<file path="src/rtl/xadrez_pkg.sv">
// Shared definitions for the chess move path: FSM states, error codes
// and the width of a packed board square.
package xadrez_pkg;

    typedef enum logic {
        ESPERA_ORIGEM  = 1'b0,
        ESPERA_DESTINO = 1'b1
    } estado_t;

    localparam logic [1:0] ERRO_FAIXA = 2'b01;
    localparam logic [1:0] ERRO_NULO  = 2'b10;
    localparam logic [1:0] ERRO_TEMPO = 2'b11;

    localparam int LARGURA_CASA = 6;

endpackage

</file>
<file path="src/rtl/temporizador_jogada.sv">
// Destination-wait timer: counts idle cycles while a move is half entered
// and flags the cycle on which the wait budget runs out.
module temporizador_jogada
    import xadrez_pkg::*;
#(
    parameter int TIMEOUT = 1000
) (
    input  logic clock,
    input  logic reset,
    input  logic limpa,
    input  logic conta,
    output logic estouro
);

    localparam int LARGURA = (TIMEOUT > 1) ? $clog2(TIMEOUT) : 1;
    localparam logic [LARGURA-1:0] LIMITE = LARGURA'(TIMEOUT - 1);

    logic [LARGURA-1:0] tempo;

    // The overflow is only meaningful on a cycle that is actually counting,
    // so a strobe or cancel on the limit cycle never raises it.
    assign estouro = conta && (tempo == LIMITE);

    // Counter is forced to zero whenever the caller is not waiting idle.
    always_ff @(posedge clock) begin
        if (reset || limpa) begin
            tempo <= '0;
        end else if (conta) begin
            tempo <= estouro ? '0 : tempo + 1'b1;
        end
    end

endmodule

</file>
<file path="src/rtl/receptor_jogadas.sv">
// Pairs consecutive coordinate strobes into origin/destination moves,
// range-checks them, rejects null and stalled moves, and reports each
// outcome with a one-cycle pronto or erro pulse.
module receptor_jogadas
    import xadrez_pkg::*;
#(
    parameter int TIMEOUT = 1000
) (
    input  logic                    clock,
    input  logic                    reset,
    input  logic                    novaJogada,
    input  logic [3:0]              coluna,
    input  logic [3:0]              linha,
    input  logic                    cancela,
    output logic [LARGURA_CASA-1:0] origem,
    output logic [LARGURA_CASA-1:0] destino,
    output logic                    pronto,
    output logic                    erro,
    output logic [1:0]              codigoErro,
    output logic                    aguardandoDestino,
    output logic [7:0]              contaJogadas
);

    estado_t                 estado, estadoProx;
    logic [LARGURA_CASA-1:0] origemProx, destinoProx, casa;
    logic                    prontoProx, erroProx, faixaOk;
    logic [1:0]              codigoProx;
    logic [7:0]              contaProx;
    logic                    contaTimer, limpaTimer, estouro;

    assign faixaOk = ~coluna[3] & ~linha[3];
    assign casa    = {linha[2:0], coluna[2:0]};

    // The timer only runs on idle destination-wait cycles; cancel and strobe
    // outrank the timeout, so either of them stops it counting.
    assign contaTimer = (estado == ESPERA_DESTINO) && !cancela && !novaJogada;
    assign limpaTimer = !contaTimer;

    temporizador_jogada #(
        .TIMEOUT (TIMEOUT)
    ) uTemporizador (
        .clock   (clock),
        .reset   (reset),
        .limpa   (limpaTimer),
        .conta   (contaTimer),
        .estouro (estouro)
    );

    assign aguardandoDestino = (estado == ESPERA_DESTINO);

    // Next-state and next-output decode; everything holds unless an event acts.
    always_comb begin
        estadoProx  = estado;
        origemProx  = origem;
        destinoProx = destino;
        prontoProx  = 1'b0;
        erroProx    = 1'b0;
        codigoProx  = codigoErro;
        contaProx   = contaJogadas;
        case (estado)
            ESPERA_ORIGEM: begin
                if (novaJogada) begin
                    if (faixaOk) begin
                        origemProx = casa;
                        estadoProx = ESPERA_DESTINO;
                    end else begin
                        erroProx   = 1'b1;
                        codigoProx = ERRO_FAIXA;
                    end
                end
            end
            ESPERA_DESTINO: begin
                if (cancela) begin
                    estadoProx = ESPERA_ORIGEM;
                end else if (novaJogada) begin
                    estadoProx = ESPERA_ORIGEM;
                    if (!faixaOk) begin
                        erroProx   = 1'b1;
                        codigoProx = ERRO_FAIXA;
                    end else if (casa == origem) begin
                        erroProx   = 1'b1;
                        codigoProx = ERRO_NULO;
                    end else begin
                        destinoProx = casa;
                        prontoProx  = 1'b1;
                        contaProx   = contaJogadas + 8'd1;
                    end
                end else if (estouro) begin
                    estadoProx = ESPERA_ORIGEM;
                    erroProx   = 1'b1;
                    codigoProx = ERRO_TEMPO;
                end
            end
            default: estadoProx = ESPERA_ORIGEM;
        endcase
    end

    // State and all visible outputs are registered together.
    always_ff @(posedge clock) begin
        if (reset) begin
            estado       <= ESPERA_ORIGEM;
            origem       <= '0;
            destino      <= '0;
            pronto       <= 1'b0;
            erro         <= 1'b0;
            codigoErro   <= 2'b00;
            contaJogadas <= 8'd0;
        end else begin
            estado       <= estadoProx;
            origem       <= origemProx;
            destino      <= destinoProx;
            pronto       <= prontoProx;
            erro         <= erroProx;
            codigoErro   <= codigoProx;
            contaJogadas <= contaProx;
        end
    end

endmodule

</file>
<file path="config.mk">
export PLATFORM = sky130hd
export DESIGN_NAME = receptor_jogadas
export DESIGN_NICKNAME = d
export VERILOG_FILES = /design/src/rtl/xadrez_pkg.sv /design/src/rtl/temporizador_jogada.sv /design/src/rtl/receptor_jogadas.sv
export SDC_FILE = /design/constraint.sdc
export NUM_CORES = 1
export LEC_CHECK = 0
export CAP_MARGIN = 15
export CELL_PAD_IN_SITES_DETAIL_PLACEMENT = 1
export CELL_PAD_IN_SITES_GLOBAL_PLACEMENT = 1
export CORE_UTILIZATION = 35
export CTS_BUF_LIST = sky130_fd_sc_hd__clkbuf_4
export CTS_CLUSTER_DIAMETER = 120
export DETAILED_ROUTE_END_ITERATION = 6
export GPL_TIMING_DRIVEN = 0
export MAX_ROUTING_LAYER = met4
export PLACE_DENSITY = 0.8
export RECOVER_POWER = 100
export SLEW_MARGIN = 20
export SYNTH_ARGS = -nofsm -noshare
export SYNTH_HDL_FRONTEND = slang
export SYNTH_HIERARCHICAL = 1
export SYNTH_SLANG_ARGS = --single-unit
</file>
<file path="constraint.sdc">
create_clock -name clock -period 2.2 [get_ports clock]
set_input_delay 0.22 -clock clock [delete_from_list [all_inputs] [get_ports clock]]
set_output_delay 0.22 -clock clock [all_outputs]
set_load 0.01 [all_outputs]
</file>
==> After elaboration in Yosys (flattened, before gate mapping) <==
Cells that the tools add are included.
{ "totals": {"ff_bits": 35, "output_inout_bits": 25, "inputBits": 12, "elab_cells": 60} }
{ "op_classes": {"bitwise": 8, "n_addsub": 2, "reduce_logical": 11, "mux": 24, "eq_ne": 7} }
{ "op_table": {"columns": ["op", "n"], "rows": [
  ["$mux W2", 7],
  ["$mux W1", 13],
  ["$add A10 B1 Y10 const B", 1],
  ["$eq A10 B10 Y1 const B", 1],
  ["$mux W10", 1],
  ["$reduce_and A5 Y1", 2],
  ["$add A8 B1 Y8 const B", 1],
  ["$not A1 Y1", 7],
  ["$eq A6 B6 Y1", 1],
  ["$ne A2 B2 Y1 const B", 3],
  ["$reduce_or A5 Y1", 1],
  ["$ne A4 B3 Y1 const B", 1],
  ["$pmux W1 S2", 2],
  ["$pmux W2 S2", 1],
  ["$logic_and A1 B1 Y1", 3],
  ["$logic_not A1 Y1", 3],
  ["$ne A3 B2 Y1 const B", 1],
  ["$reduce_and A3 Y1", 1],
  ["$and A1 B1 Y1", 1],
  ["$logic_or A1 B1 Y1", 1]
]} }

==> Logic depth before layout (Yosys ltp) <==
Gate-level depths: netlist (run 1).
{ "depth": {"word_depth": 8, "mapped_depth": 10, "mapped_depth_nobuf": 10} }

==> By module <==
Netlist (run 1), hierarchy kept.
{ "modules_own_cells": {"columns": ["mod", "area_per_inst_um2", "instances", "cells_per_inst"], "rows": [
  ["receptor_jogadas", 1241.2, 1, 134],
  ["temporizador_jogada", 489.2, 1, 56]
]} }

==> Worst setup path after synthesis (run 1) <==
Ideal clock, no wire load.
{ "synth_path": {"path_kind": "register to register", "from": "reg estado, in the netlist aguardandoDestino", "to": "reg codigoErro[1]", "path_buffers": 0, "path_slack_ps": -33, "arrival_time_ps": 2110, "required_ps": 2076, "stages_incl_launch_ff": 11, "path_cell_list": "dfxtp_1 and2b_1 nand2b_1 inv_1 and2_2 nand4_1 nor2_1 inv_1 o221ai_1 nand3_1 mux2i_1"} }
{ "synth_via": {"elab_chain_cells": 5} }
{ "synth_rtl": {"columns": ["element", "line_no", "text"], "rows": [
  ["from (decl)", "receptor_jogadas.sv:24", "estado_t estado, estadoProx;"],
  ["from (signal assigned)", "receptor_jogadas.sv:109", "estado <= estadoProx;"],
  ["$logic_and A1 B1 Y1 (2 in series)", "receptor_jogadas.sv:36", "assign contaTimer = (estado == ESPERA_DESTINO) && !cancela && !novaJogada;"],
  ["via contaTimer", "receptor_jogadas.sv:29", "logic contaTimer, limpaTimer, estouro;"],
  ["$logic_and A1 B1 Y1", "temporizador_jogada.sv:22", "assign estouro = conta && (tempo == LIMITE);"],
  ["via estouro", "receptor_jogadas.sv:29", null],
  ["$ne A3 B2 Y1 (no source line)", null, null],
  ["$reduce_and A5 Y1 (no source line)", null, null],
  ["to (signal assigned)", "receptor_jogadas.sv:114", "codigoErro <= codigoProx;"],
  ["to (decl)", "receptor_jogadas.sv:19", "output logic [1:0] codigoErro,"]
]} }
The timed path passes the listed nets, and every way through them passes these cells.
A chain may end at the register's enable or synchronous reset.

==> Final worst setup path (run 1) <==
{ "layout_path": {"from": "in cancela", "to": "reg codigoErro[0]"} }
{ "layout_via": {"elab_chain_cells": 6} }
{ "layout_rtl": {"columns": ["element", "line_no", "text"], "rows": [
  ["from (decl)", "receptor_jogadas.sv:14", "input logic cancela,"],
  ["$logic_not A1 Y1", "receptor_jogadas.sv:36", null],
  ["$logic_and A1 B1 Y1 (2 in series)", "receptor_jogadas.sv:36", null],
  ["via contaTimer", "receptor_jogadas.sv:29", null],
  ["$logic_and A1 B1 Y1", "temporizador_jogada.sv:22", null],
  ["via estouro", "receptor_jogadas.sv:29", null],
  ["$ne A3 B2 Y1 (no source line)", null, null],
  ["$reduce_and A5 Y1 (no source line)", null, null]
]} }
The timed path passes the listed nets, and every way through them passes these cells.

==> metrics list, run 1 <==
- The flow ran to the end, and the final reports show no timing, DRC or antenna violations.
- Overall die area: 0.00523 mm²
- Length of the first detailed-routing pass in iterations: 4
- The share of total power dissipated in sequential elements is 0.474.
* Transition time at the pin with the least slew margin: 553 ps
- Layout net count: 252
- Number of global-route vias before repair: 1561
- Pwr Density: 584 mW/mm²
- Starting density of the core: 0.364
- Area growth, synth to finish: 35.0%
- In this run the count of I/O pins placed on the die edge is 37.
- Total area of multi-input combinational cells: 0.00101 mm²
- In this design, the largest share of critical-path delay is due to simple AND/OR/NAND/NOR gates.
- Crit path largest cell delay: 420 ps
- Number of cells produced by synthesis: 190
* Maximum operating frequency: 490 MHz
* Wire length of the first global-routing pass: 7.12 mm
- The worst hold path belongs to the class reg -> reg.
- Hold Crit Start: destino[0]$_SDFFE_PP0P_
- Power Internal: 1.05 mW
* Max-cap violation count: 0
- Peak supply drop: 0.000243 V
* Clock Latency Late Sink: 350 ps
* Final core utilization: 0.491
* Clock group share of total power: 0.439
* Worst clock skew: 13.3 ps
- Most used DFF post-synth: sky130_fd_sc_hd__dfxtp_1
* Clock slew at the register clock pins of the worst setup and hold paths: 130 ps
- Smallest hold slack: 470 ps
- Area of all sequential standard cells: 704 µm²
* Reg-to-reg slack, setup: 170 ps
- Sequential share of the synthesized area: 0.405
- 0 antenna diodes ended up in the layout.
* Worst path arrival time: 2300 ps
- Total routing usage reported by global routing: 0.181
- Share of async-settable or async-resettable flops after synthesis: 0
- The critical path contains buffers and inverters numbering 3 combined.
* Part of the cycle the worst path needs: 0.927
- Total DRC errors in the routed layout: 0
- In this run the worst path has a maximum fanout of 5.
* Via count normalized by instance count: 4.99
* Capture instance of the worst register-to-register path: codigoErro[0]$_SDFFE_PP0P_
- Most area-hungry cell type in the Yosys netlist: sky130_fd_sc_hd__dfxtp_1
- Entering global routing, the biggest net connects 13 pins.
- HPWL Detailed: 3.05 mm
* Area fraction of the dominant cell type after synthesis: 0.405
* Total standard cell area after synthesis: 0.00173 mm²
* Initial DRC count: 57
* Reg2Reg Launch Point: aguardandoDestino$_SDFF_PP0_
- In this run the remaining antenna-violating nets after routing total 0.
- Number of placement rows: 25
- In this run the tool buffered the top-level ports with 36 buffer cells.
- The clock drives 35 sinks.
- Core area: 0.00475 mm²
- Dividing the synthesized area by the synthesized cell count gives 9.11 µm².
- Count of different cell masters after synthesis: 41
* Slowest stage cell, crit path: sky130_fd_sc_hd__clkdlybuf4s50_1
* Headroom to the max-slew limit: 0.629
* Maximum buffer depth of the clock tree: 2
- Net switching power: 0.316 mW
- The cell sitting at the root of the clock tree is a sky130_fd_sc_hd__clkbuf_4.
- Counting cells, the worst reg-to-reg path comes to 10.
- The filler cells instantiated in the layout total 576.
- The Yosys step of the flow raised 6 warnings.
- Setup repair after global routing left no endpoint under its margin.
* Vertical die dimension: 72.3 µm
- The number of hold violations in the final report was 0.
- Share of final-layout standard cells stronger than drive strength 1: 0.151
* Part of the power in combinational logic: 0.087
- Required @ worst endpoint: 2460 ps
* Vias: 1527
- Along the worst hold path, the cell count comes to 2.
* End of the worst hold path: destino[0]$_SDFFE_PP0P_
* Routability Congestion: 0.690
- Area contributors post-synth: sky130_fd_sc_hd__dfxtp_1 40%, sky130_fd_sc_hd__mux2i_1 8.1%, sky130_fd_sc_hd__xor2_1 5.6%
- Endpoint class of the critical path: register
- Sw Ratio: 0.232
* Critical path start-end classification: in -> reg
- Final setup vio count: 0
- After synthesis, the most frequently instantiated cells are 35 x sky130_fd_sc_hd__dfxtp_1, 21 x sky130_fd_sc_hd__nand2_1, 21 x sky130_fd_sc_hd__nor2_1.
* H-tree depth: 2
- Walking the worst path, the cells encountered are clkdlybuf4s50_1 > and2b_2 > nand2b_1 > inv_2 > and2_2 > nand4_1 > nor2_4 > inv_1 > o221ai_2 > a21oi_1 > a311oi_1.
- Total nets after synthesis: 204
- Counting flops and latches in the post-synthesis netlist gives 35.
- TritonCTS built the clock tree.
- Most frequent cell after synthesis: sky130_fd_sc_hd__dfxtp_1
- Post-synth EDFFs: 0
- Routed length per instance: 14.1 µm
- Number of antenna violations at the first check in global routing: 0
* Final wirelength: 4.31 mm
* Leftover overflow at the end of global routing: 0
- Crit start category: input pin
- Number of buffers created by CTS: 5
* Horizontal extent of the die: 72.3 µm
* Static Leak: 0.826 nW
* Final Max Slew Viols: 0
- Subtracting the final worst setup slack from the clock period gives 2040 ps.
-- worst max-delay path by stage --
| stage | from | end | cells after the start |
|---|---|---|---|
| 6_report | cancela | codigoErro[0]$_SDFFE_PP0P_ | 11 |
| 3_5_place_dp | cancela | codigoErro[0]$_SDFFE_PP0P_ | 11 |
| 3_3_place_gp | cancela | codigoErro[1]$_SDFFE_PP0P_ | 11 |
| 2_1_floorplan | aguardandoDestino$_SDFF_PP0_ | codigoErro[1]$_SDFFE_PP0P_ | 10 |
| 5_1_grt | aguardandoDestino$_SDFF_PP0_ | codigoErro[0]$_SDFFE_PP0P_ | 10 |
| 4_1_cts | aguardandoDestino$_SDFF_PP0_ | codigoErro[0]$_SDFFE_PP0P_ | 10 |
-- layout make-up --
type                    count  share of cell area
well taps                  67              0.0359
inverters                   4             0.00643
plain buffers               5             0.00857
clock buffers               5              0.0161
multi-input cells         146               0.432
clock inverters             3              0.0289
flip-flops and latches     35               0.302
repair buffers             41               0.170
-- sequential cells by signal (all words and copies together), names as in the netlist --
register,count
uTemporizador/tempo,10
destino,6
aguardandoDestino,1
codigoErro,2
contaJogadas,8
pronto,1
erro,1
origem,6
-- routing by layer --
metal	global-route usage	vias up	share of wire
li1	-	765	-
met1	0.215	721	0.45
met2	0.295	33	0.48
met3	0.0500	8	0.047
met4	0.0632	0	0.016
met5	-	-	0
-- layout by cell type (no fill, tap or decap), types with 2 or more instances in the layout --
cell type / netlist / routed
sky130_fd_sc_hd__nor3_1: 3 / 3
sky130_fd_sc_hd__dlygate4sd3_1: 0 / 2
sky130_fd_sc_hd__bufinv_16: 0 / 2
sky130_fd_sc_hd__nand4_1: 4 / 4
sky130_fd_sc_hd__nand2b_1: 2 / 2
sky130_fd_sc_hd__xor2_1: 11 / 11
sky130_fd_sc_hd__ha_1: 2 / 2
sky130_fd_sc_hd__nand3b_1: 4 / 4
sky130_fd_sc_hd__nor2_1: 21 / 20
sky130_fd_sc_hd__a21oi_1: 4 / 4
sky130_fd_sc_hd__and2_2: 3 / 3
sky130_fd_sc_hd__inv_1: 3 / 2
sky130_fd_sc_hd__clkbuf_4: 0 / 5
sky130_fd_sc_hd__a211oi_1: 4 / 4
sky130_fd_sc_hd__nand2_1: 21 / 21
sky130_fd_sc_hd__nor2b_1: 8 / 8
sky130_fd_sc_hd__clkdlybuf4s50_1: 0 / 34
sky130_fd_sc_hd__clkbuf_1: 4 / 4
sky130_fd_sc_hd__mux2i_1: 14 / 14
sky130_fd_sc_hd__nand3_1: 15 / 15
sky130_fd_sc_hd__buf_4: 0 / 5
sky130_fd_sc_hd__o21ai_0: 4 / 4
sky130_fd_sc_hd__mux2_2: 6 / 6
sky130_fd_sc_hd__dfxtp_1: 35 / 34
-- logic make-up (layout without fill, tap and decap cells) --
| logic type | after synthesis | after routing | share of synthesized area |
|---|---|---|---|
| simple gates | 92 | 92 | 0.292 |
| flops | 35 | 35 | 0.405 |
| mux | 21 | 21 | 0.129 |
| compound gates | 20 | 20 | 0.0839 |
| xor+xnor | 11 | 11 | 0.0557 |
| buf+inv | 9 | 58 | 0.0202 |
| fa+ha+maj | 2 | 2 | 0.0145 |
-- per-stage QoR --
step / setup TNS [ps] / cell area (µm²) / worst slack (ps) / cells / total power, mW
finish: 0 / 2340 / 160 / 306 / 1.36
global route: 0 / 2340 / 5.46 / 306 / 1.41
CTS: 0 / 2310 / 26.4 / 303 / 1.38
detailed placement: -2030 / 2180 / -653 / 293 / 0.778
global placement: -2020 / 2180 / -659 / 293 / 0.775
floorplan: 0 / 1730 / 23.4 / 190 / 0.719
-- timing repair --
action | 4_1_cts | 5_1_grt
pin swaps | 1 | 1
gates resized for setup | 5 | 1
endpoints found under the setup margin | 3 | 3
buffers inserted | 2 | 3
hold buffers | 0 | 0
-- worst register-to-register path: stages (launching register included) --
cell,delay (ps)
sky130_fd_sc_hd__dfxtp_4,370
sky130_fd_sc_hd__and2b_2,190
sky130_fd_sc_hd__nand2b_1,120
sky130_fd_sc_hd__inv_2,110
sky130_fd_sc_hd__and2_2,180
sky130_fd_sc_hd__nand4_1,170
sky130_fd_sc_hd__nor2_4,170
sky130_fd_sc_hd__inv_1,80
sky130_fd_sc_hd__o221ai_2,240
sky130_fd_sc_hd__a21oi_1,100
sky130_fd_sc_hd__a311oi_1,240
-- power by group through the flow --
| stage | Clock [mW] | Sequential [mW] | Combinational [mW] |
|---|---|---|---|
| after floorplan | 0 | 0.664 | 0.0545 |
| after global placement | 0 | 0.662 | 0.113 |
| after detailed placement | 0 | 0.662 | 0.116 |
| after CTS | 0.616 | 0.647 | 0.118 |
| after global routing | 0.638 | 0.647 | 0.129 |
| final | 0.599 | 0.646 | 0.118 |
(Power assumes the default switching activity.)
==> run 2, diff against run 1 <==
--- a/config.mk
+++ b/config.mk
@@ -9,4 +9,5 @@
 export CELL_PAD_IN_SITES_DETAIL_PLACEMENT = 1
 export CELL_PAD_IN_SITES_GLOBAL_PLACEMENT = 1
+export CORE_ASPECT_RATIO = 0.7
 export CORE_UTILIZATION = 35
 export CTS_BUF_LIST = sky130_fd_sc_hd__clkbuf_4
==> constraint.sdc (replaced) <==
create_clock -name clock -period 2.2 [get_ports clock]
set_input_delay 0.22 -clock clock [delete_from_list [all_inputs] [get_ports clock]]
set_output_delay 0.22 -clock clock [all_outputs]
set_load 0.005 [all_outputs]
==> metrics list, run 2 (synthesized netlist as in run 1, its figures left out) <==
* Overall die area: 0.00523 mm²
- Summed over all layers, the global routing overflow is 0.
- Total routing usage reported by global routing: 0.210
- End point of the critical path: codigoErro[0]$_SDFFE_PP0P_
* Number of antenna diodes: 0
- Maximum buffer depth of the clock tree: 2
- Count of cells along the worst register-to-register path: 10
* Largest net degree at the start of global routing: 11
- Required @ worst endpoint: 2470 ps
- Layout net count: 254
- Summed over all cells, the static leakage comes to 0.819 nW.
- CTS tree: yes
- Horizontal extent of the die: 86.0 µm
- Routability-driven placement finished with a final weighted congestion of 0.778.
* Final hold vios: 0
* Total area of multi-input combinational cells: 0.00103 mm²
- Wire length of the first global-routing pass: 7.80 mm
- Total non-filler cell area in the finished layout: 0.00231 mm²
- The analysis attributes to net switching a power of 0.293 mW.
* Endpoint class of the critical path: register
* Max-cap violation count: 0
* Vias: 1564
- Via count normalized by instance count: 5.09
* Number of port buffers: 36
- The internal portion of the total power is 0.827 mW.
- Detailed placement finished with a half-perimeter wire length of 3.39 mm.
- Final wirelength: 4.70 mm
* Clock Latency Late Sink: 350 ps
- Most common library cell in the layout ignoring fill and taps: sky130_fd_sc_hd__clkdlybuf4s50_1
* Worst clock skew: 9.24 ps
* Root buffer selected by CTS: sky130_fd_sc_hd__clkbuf_4
- Area growth, synth to finish: 33.7%
* Sink count of the clock tree: 35
- H-tree depth: 2
- Part of the power in registers: 0.577
- Placed standard-cell area: 0.00217 mm²
- Clock-pin slew was measured on the worst setup and hold paths at 110 ps.
- Clock group share of total power: 0.315
* Worst path arrival time: 2380 ps
- Before CTS, the worst setup slack after placement is -838 ps.
- Of the total power, the share spent switching nets is 0.261.
* Length of the first detailed-routing pass in iterations: 4
- The register with the most flip-flops in the final layout is uTemporizador/tempo.
- Number of placement rows: 20
- In this run the worst hold path is classified as reg -> reg.
- Top-level I/O count: 37
* Reg2Reg Launch Point: aguardandoDestino$_SDFF_PP0_
* Headroom to the max-slew limit: 0.630
- Number of buffers created by CTS: 5
- The run finished with clean final reports.
- Crit path launch: cancela
- Routed length per instance: 15.3 µm
* Final setup vio count: 0
- Post-detailed-route count of antenna-violating nets: 0
* Leading cell types in the layout, fill and taps excluded: 35 x sky130_fd_sc_hd__clkdlybuf4s50_1, 34 x sky130_fd_sc_hd__dfxtp_1, 21 x sky130_fd_sc_hd__nand2_1, 20 x sky130_fd_sc_hd__nor2_1
- Across all setup checks in the final design, the least slack found is 90.1 ps.
* Share of final-layout standard cells stronger than drive strength 1: 0.154
- Transition time at the pin with the least slew margin: 549 ps
- The share of total power dissipated in combinational logic is 0.108.
- Across the whole layout, storage elements account for 704 µm².
* Layout filler cell count: 526
- Top Registers: uTemporizador/tempo: 10 flops, contaJogadas: 8 flops
* Crit start category: input pin
- Starting density of the core: 0.382
- Dividing total power by cell area gives a power density of 484 mW/mm².
* Final Critical Period: 2110 ps
* Capture instance of the worst register-to-register path: codigoErro[0]$_SDFFE_PP0P_
- Of all nets on the critical path, the largest fanout is 5.
- Max FFs per register: 10
* Number of global-route vias before repair: 1561
* Reg-to-reg slack, setup: 100 ps
- Final Max Slew Viols: 0
* Maximum operating frequency: 474 MHz
- Measured along the y axis, the die boundary spans 60.8 µm.
- Total power consumption of the routed design: 1.12 mW
- In the finished design, the share of the clock period the worst path needs comes to 0.959.
- Critical path start-end classification: in -> reg
- The core region is 0.00453 mm².
* Initial DRC count: 60
* Total DRC errors in the routed layout: 0
- The number of antenna violations at the first check in global routing came to 0.
* Peak supply drop: 0.000249 V
==> run 2: power groups by stage <==
stage / Clock, mW / Combinational [mW] / Sequential, mW
final: 0.353 / 0.121 / 0.647
after detailed placement: 0 / 0.114 / 0.662
after CTS: 0.363 / 0.116 / 0.647
after global placement: 0 / 0.111 / 0.661
after floorplan: 0 / 0.0546 / 0.662
after global routing: 0.406 / 0.131 / 0.648
==> run 2: how the worst min path moves through the flow <==
| stage | cells past startpoint | start | to | slack (ps) |
|---|---|---|---|---|
| after floorplan | 2 | coluna[0] | destino[0]$_SDFFE_PP0P_ | 360 |
| after global placement | 2 | destino[1]$_SDFFE_PP0P_ | destino[1]$_SDFFE_PP0P_ | 450 |
| after detailed placement | 2 | destino[3]$_SDFFE_PP0P_ | destino[3]$_SDFFE_PP0P_ | 450 |
| after CTS | 2 | destino[3]$_SDFFE_PP0P_ | destino[3]$_SDFFE_PP0P_ | 470 |
| after global routing | 2 | destino[3]$_SDFFE_PP0P_ | destino[3]$_SDFFE_PP0P_ | 500 |
| final | 2 | destino[3]$_SDFFE_PP0P_ | destino[3]$_SDFFE_PP0P_ | 470 |
==> run 2: area by class of cell <==
cell class                 instances  share of cell area
multi-input combinational        146               0.443
tap                               66              0.0357
sequential                        35               0.304
clock inverter                     2             0.00324
buffer                             5             0.00865
clock buffer                       6              0.0195
inverter                           4             0.00649
timing repair buffer              43               0.178
==> run 2: critical path, stage by stage <==
cell and delay (ps):
sky130_fd_sc_hd__clkdlybuf4s50_1 460, sky130_fd_sc_hd__and2b_2 280, sky130_fd_sc_hd__nand2b_1 110, sky130_fd_sc_hd__inv_2 110
sky130_fd_sc_hd__and2_2 170, sky130_fd_sc_hd__nand4_1 160, sky130_fd_sc_hd__nor2_4 160, sky130_fd_sc_hd__inv_1 110
sky130_fd_sc_hd__o221ai_4 250, sky130_fd_sc_hd__nand2_1 80, sky130_fd_sc_hd__a311oi_1 260
==> run 2: layer usage <==
| metal | up-vias | track usage | routed length [µm] |
|---|---|---|---|
| met5 | - | - | 0 |
| met4 | 0 | 0.121 | 85 |
| met3 | 6 | 0.0381 | 132 |
| met2 | 30 | 0.297 | 2040 |
| met1 | 758 | 0.282 | 2450 |
| li1 | 770 | - | - |
==> run 2: repair_timing <==
action | CTS | global route
gates resized for setup | 6 | 3
pin swaps | 2 | 1
gates cloned | 0 | 0
endpoints found under the setup margin | 4 | 3
buffers inserted | 2 | 5
hold buffers | 0 | 0
==> run 2: per-stage QoR <==
step | hold WS [ps] | instances | utilization | TNS, ps
after detailed placement | 454 | 292 | 0.480 | -3530
after CTS | 472 | 302 | 0.499 | 0
final | 466 | 307 | 0.511 | 0
after floorplan | 362 | 190 | - | 0
after global routing | 500 | 307 | 0.511 | -27.5
after global placement | 447 | 292 | 0.480 | -2740
==> run 3, diff against run 2 <==
- REMOVE_ABC_BUFFERS: not set -> 1
==> metrics list, run 3 (synthesized netlist as in run 1, its figures left out) <==
* Status: finished clean
- Buffers placed on the I/O ports in this run total 36.
- H-tree depth: 2
* Post-layout worst setup margin: 105 ps
- In the layout the commonest cells are 34 x sky130_fd_sc_hd__dfxtp_1, 24 x sky130_fd_sc_hd__dlygate4sd3_1, 21 x sky130_fd_sc_hd__nand2_1, 20 x sky130_fd_sc_hd__nor2_1, 15 x sky130_fd_sc_hd__nand3_1.
* Endpoint class of the critical path: register
- Transition time at the pin with the least slew margin: 1220 ps
- Maximum operating frequency: 477 MHz
* Starting density of the core: 0.382
- The routed layout has 1498 vias.
* Clock slew at the register clock pins of the worst setup and hold paths: 100 ps
- Part of the cycle the worst path needs: 0.952
- After clock tree synthesis, the flow added hold-fix buffers numbering 0.
- The routed design has 4.12 mm of wire.
- Max-cap violation count: 0
- Area growth, synth to finish: 30.4%
* Crit start category: input pin
- From left edge to right edge, the die measures 86.0 µm.
- The number of antenna diodes in the final layout is 0.
- Via count normalized by instance count: 4.98
- By startpoint and endpoint, the worst setup path is classified as in -> reg.
- Number of global-route vias before repair: 1398
- Final Critical Period: 2100 ps
* Routed length per instance: 13.7 µm
- Counting the fill cells in the layout gives 533.
* Setup repair after global routing missed its margin: false
* HPWL Detailed: 2.95 mm
- The total overflow left after global routing is 0.
- Row generation in the floorplan step produced 20 rows.
- Summed negative setup slack over all endpoints: 0 ps
- Layout net count: 248
- Overall die area: 0.00523 mm²
* Share of final-layout standard cells stronger than drive strength 1: 0.140
- Along the worst path, the maximum fanout reaches 4.
* Core area: 0.00453 mm²
- Final core utilization: 0.498
- The count of nets left with antenna violations once routing finished came out at 0.
* Most common library cell in the layout ignoring fill and taps: sky130_fd_sc_hd__dfxtp_1
- Excluding fillers, the count of instances in the completed layout stands at 301.
- In this run, CTS created clock tree buffers numbering 5.
- Entering global routing, the biggest net connects 27 pins.
- IR analysis of the VDD net gives a maximum drop of 0.000193 V.
- Total DRC errors in the routed layout: 0
- Worst clock skew: 23.0 ps
- Total routing usage reported by global routing: 0.181
- Clock Latency Late Sink: 350 ps
* Vertical die dimension: 60.8 µm
* Tightest Hold Check Type: reg -> reg
- In this run the clock root is driven by a sky130_fd_sc_hd__clkbuf_4.
- In this run the static leakage power is 0.863 nW.
- Data on the critical path arrives at its endpoint at 2330 ps.
- TritonCTS built the clock tree.
- Measured against its own limit, the worst slew margin works out to 0.184.
* Number of antenna violations at the first check in global routing: 0
- Final setup vio count: 0
- No sink is reached through more buffers than the 2 on the longest clock path.
- The number of hold violations in the final report came to 0.
- Routability-driven placement finished with a final weighted congestion of 0.758.
- Placed standard-cell area: 0.00215 mm²
- Top Registers: uTemporizador/tempo: 10 flops, contaJogadas: 8 flops
* Max FFs per register: 10
* Required @ worst endpoint: 2440 ps
- The first TritonRoute pass finished after 4 iterations.
- Initial DRC count: 61
- Sink count of the clock tree: 35
- More flip-flops sit in one register than any other, and that register is uTemporizador/tempo.
- The final max-slew violation count came to 0.
- Wire length of the first global-routing pass: 6.86 mm
* Top-level I/O count: 37
* Pwr Density: 494 mW/mm²
- Total non-filler cell area in the finished layout: 0.00226 mm²
- Dpl cells: 287
- Dpl ws: -731 ps
-- run 3: cell types whose count changed in the layout (fill, tap and decap cells not counted), moves of 2 or more --
cell / previous run / this run
sky130_fd_sc_hd__clkdlybuf4s50_1: 35 / 11
sky130_fd_sc_hd__dlygate4sd3_1: 1 / 24
sky130_fd_sc_hd__buf_4: 7 / 3
sky130_fd_sc_hd__clkinv_1: 3 / 0
sky130_fd_sc_hd__clkinvlp_4: 0 / 2
-- run 3: final timing paths --
check,start,endpoint,slack [ps],cells after the start
hold / removal,destino[1]$_SDFFE_PP0P_,destino[1]$_SDFFE_PP0P_,460,2
setup / recovery,cancela,codigoErro[1]$_SDFFE_PP0P_,100,11
setup reg to reg,aguardandoDestino$_SDFF_PP0_,codigoErro[1]$_SDFFE_PP0P_,130,10
hold reg to reg,destino[1]$_SDFFE_PP0P_,destino[1]$_SDFFE_PP0P_,460,2
-- run 3: final cells by class --
class,count,area (µm²),share of cell area
timing repair buffer,42,392,0.174
clock buffer,6,45.0,0.0200
clock inverter,2,12.5,0.00555
multi-input combinational,146,1000,0.444
tap,66,82.6,0.0366
inverter,4,18.8,0.00832
sequential,35,704,0.312
-- run 3: timing repair --
item                       in CTS  in global routing
pin swaps                       1                  0
setup endpoints to repair       4                 11
resized for setup               6                  4
gates cloned                    0                  0
setup buffers                   2                  4
-- run 3: stage by stage --
stage | hold slack [ps] | total power, mW
2_1_floorplan | 292 | 0.711
5_1_grt | 484 | 1.18
3_3_place_gp | 442 | 0.768
4_1_cts | 472 | 1.13
3_5_place_dp | 453 | 0.770
6_report | 460 | 1.11
-- run 3: critical path, stage by stage --
cell                              delay [ps]
sky130_fd_sc_hd__clkdlybuf4s50_1         460
sky130_fd_sc_hd__and2b_1                 290
sky130_fd_sc_hd__nand2b_1                110
sky130_fd_sc_hd__inv_2                    80
sky130_fd_sc_hd__and2_2                  160
sky130_fd_sc_hd__nand4_1                 190
sky130_fd_sc_hd__nor2_4                  180
sky130_fd_sc_hd__inv_1                   100
sky130_fd_sc_hd__o221ai_4                230
sky130_fd_sc_hd__nand3_1                 170
sky130_fd_sc_hd__mux2i_1                 150
-- run 3: layer usage --
| metal | global-route usage | vias up | part of all wire |
|---|---|---|---|
| met4 | 0.0714 | 0 | 0.013 |
| met5 | - | - | 0 |
| li1 | - | 757 | - |
| met3 | 0.0435 | 8 | 0.039 |
| met2 | 0.261 | 27 | 0.42 |
| met1 | 0.245 | 706 | 0.52 |
-- run 3: power by group --
part	switching [mW]	internal, mW
clock	0.226	0.136
sequential	0.00534	0.640
combinational	0.0569	0.0496
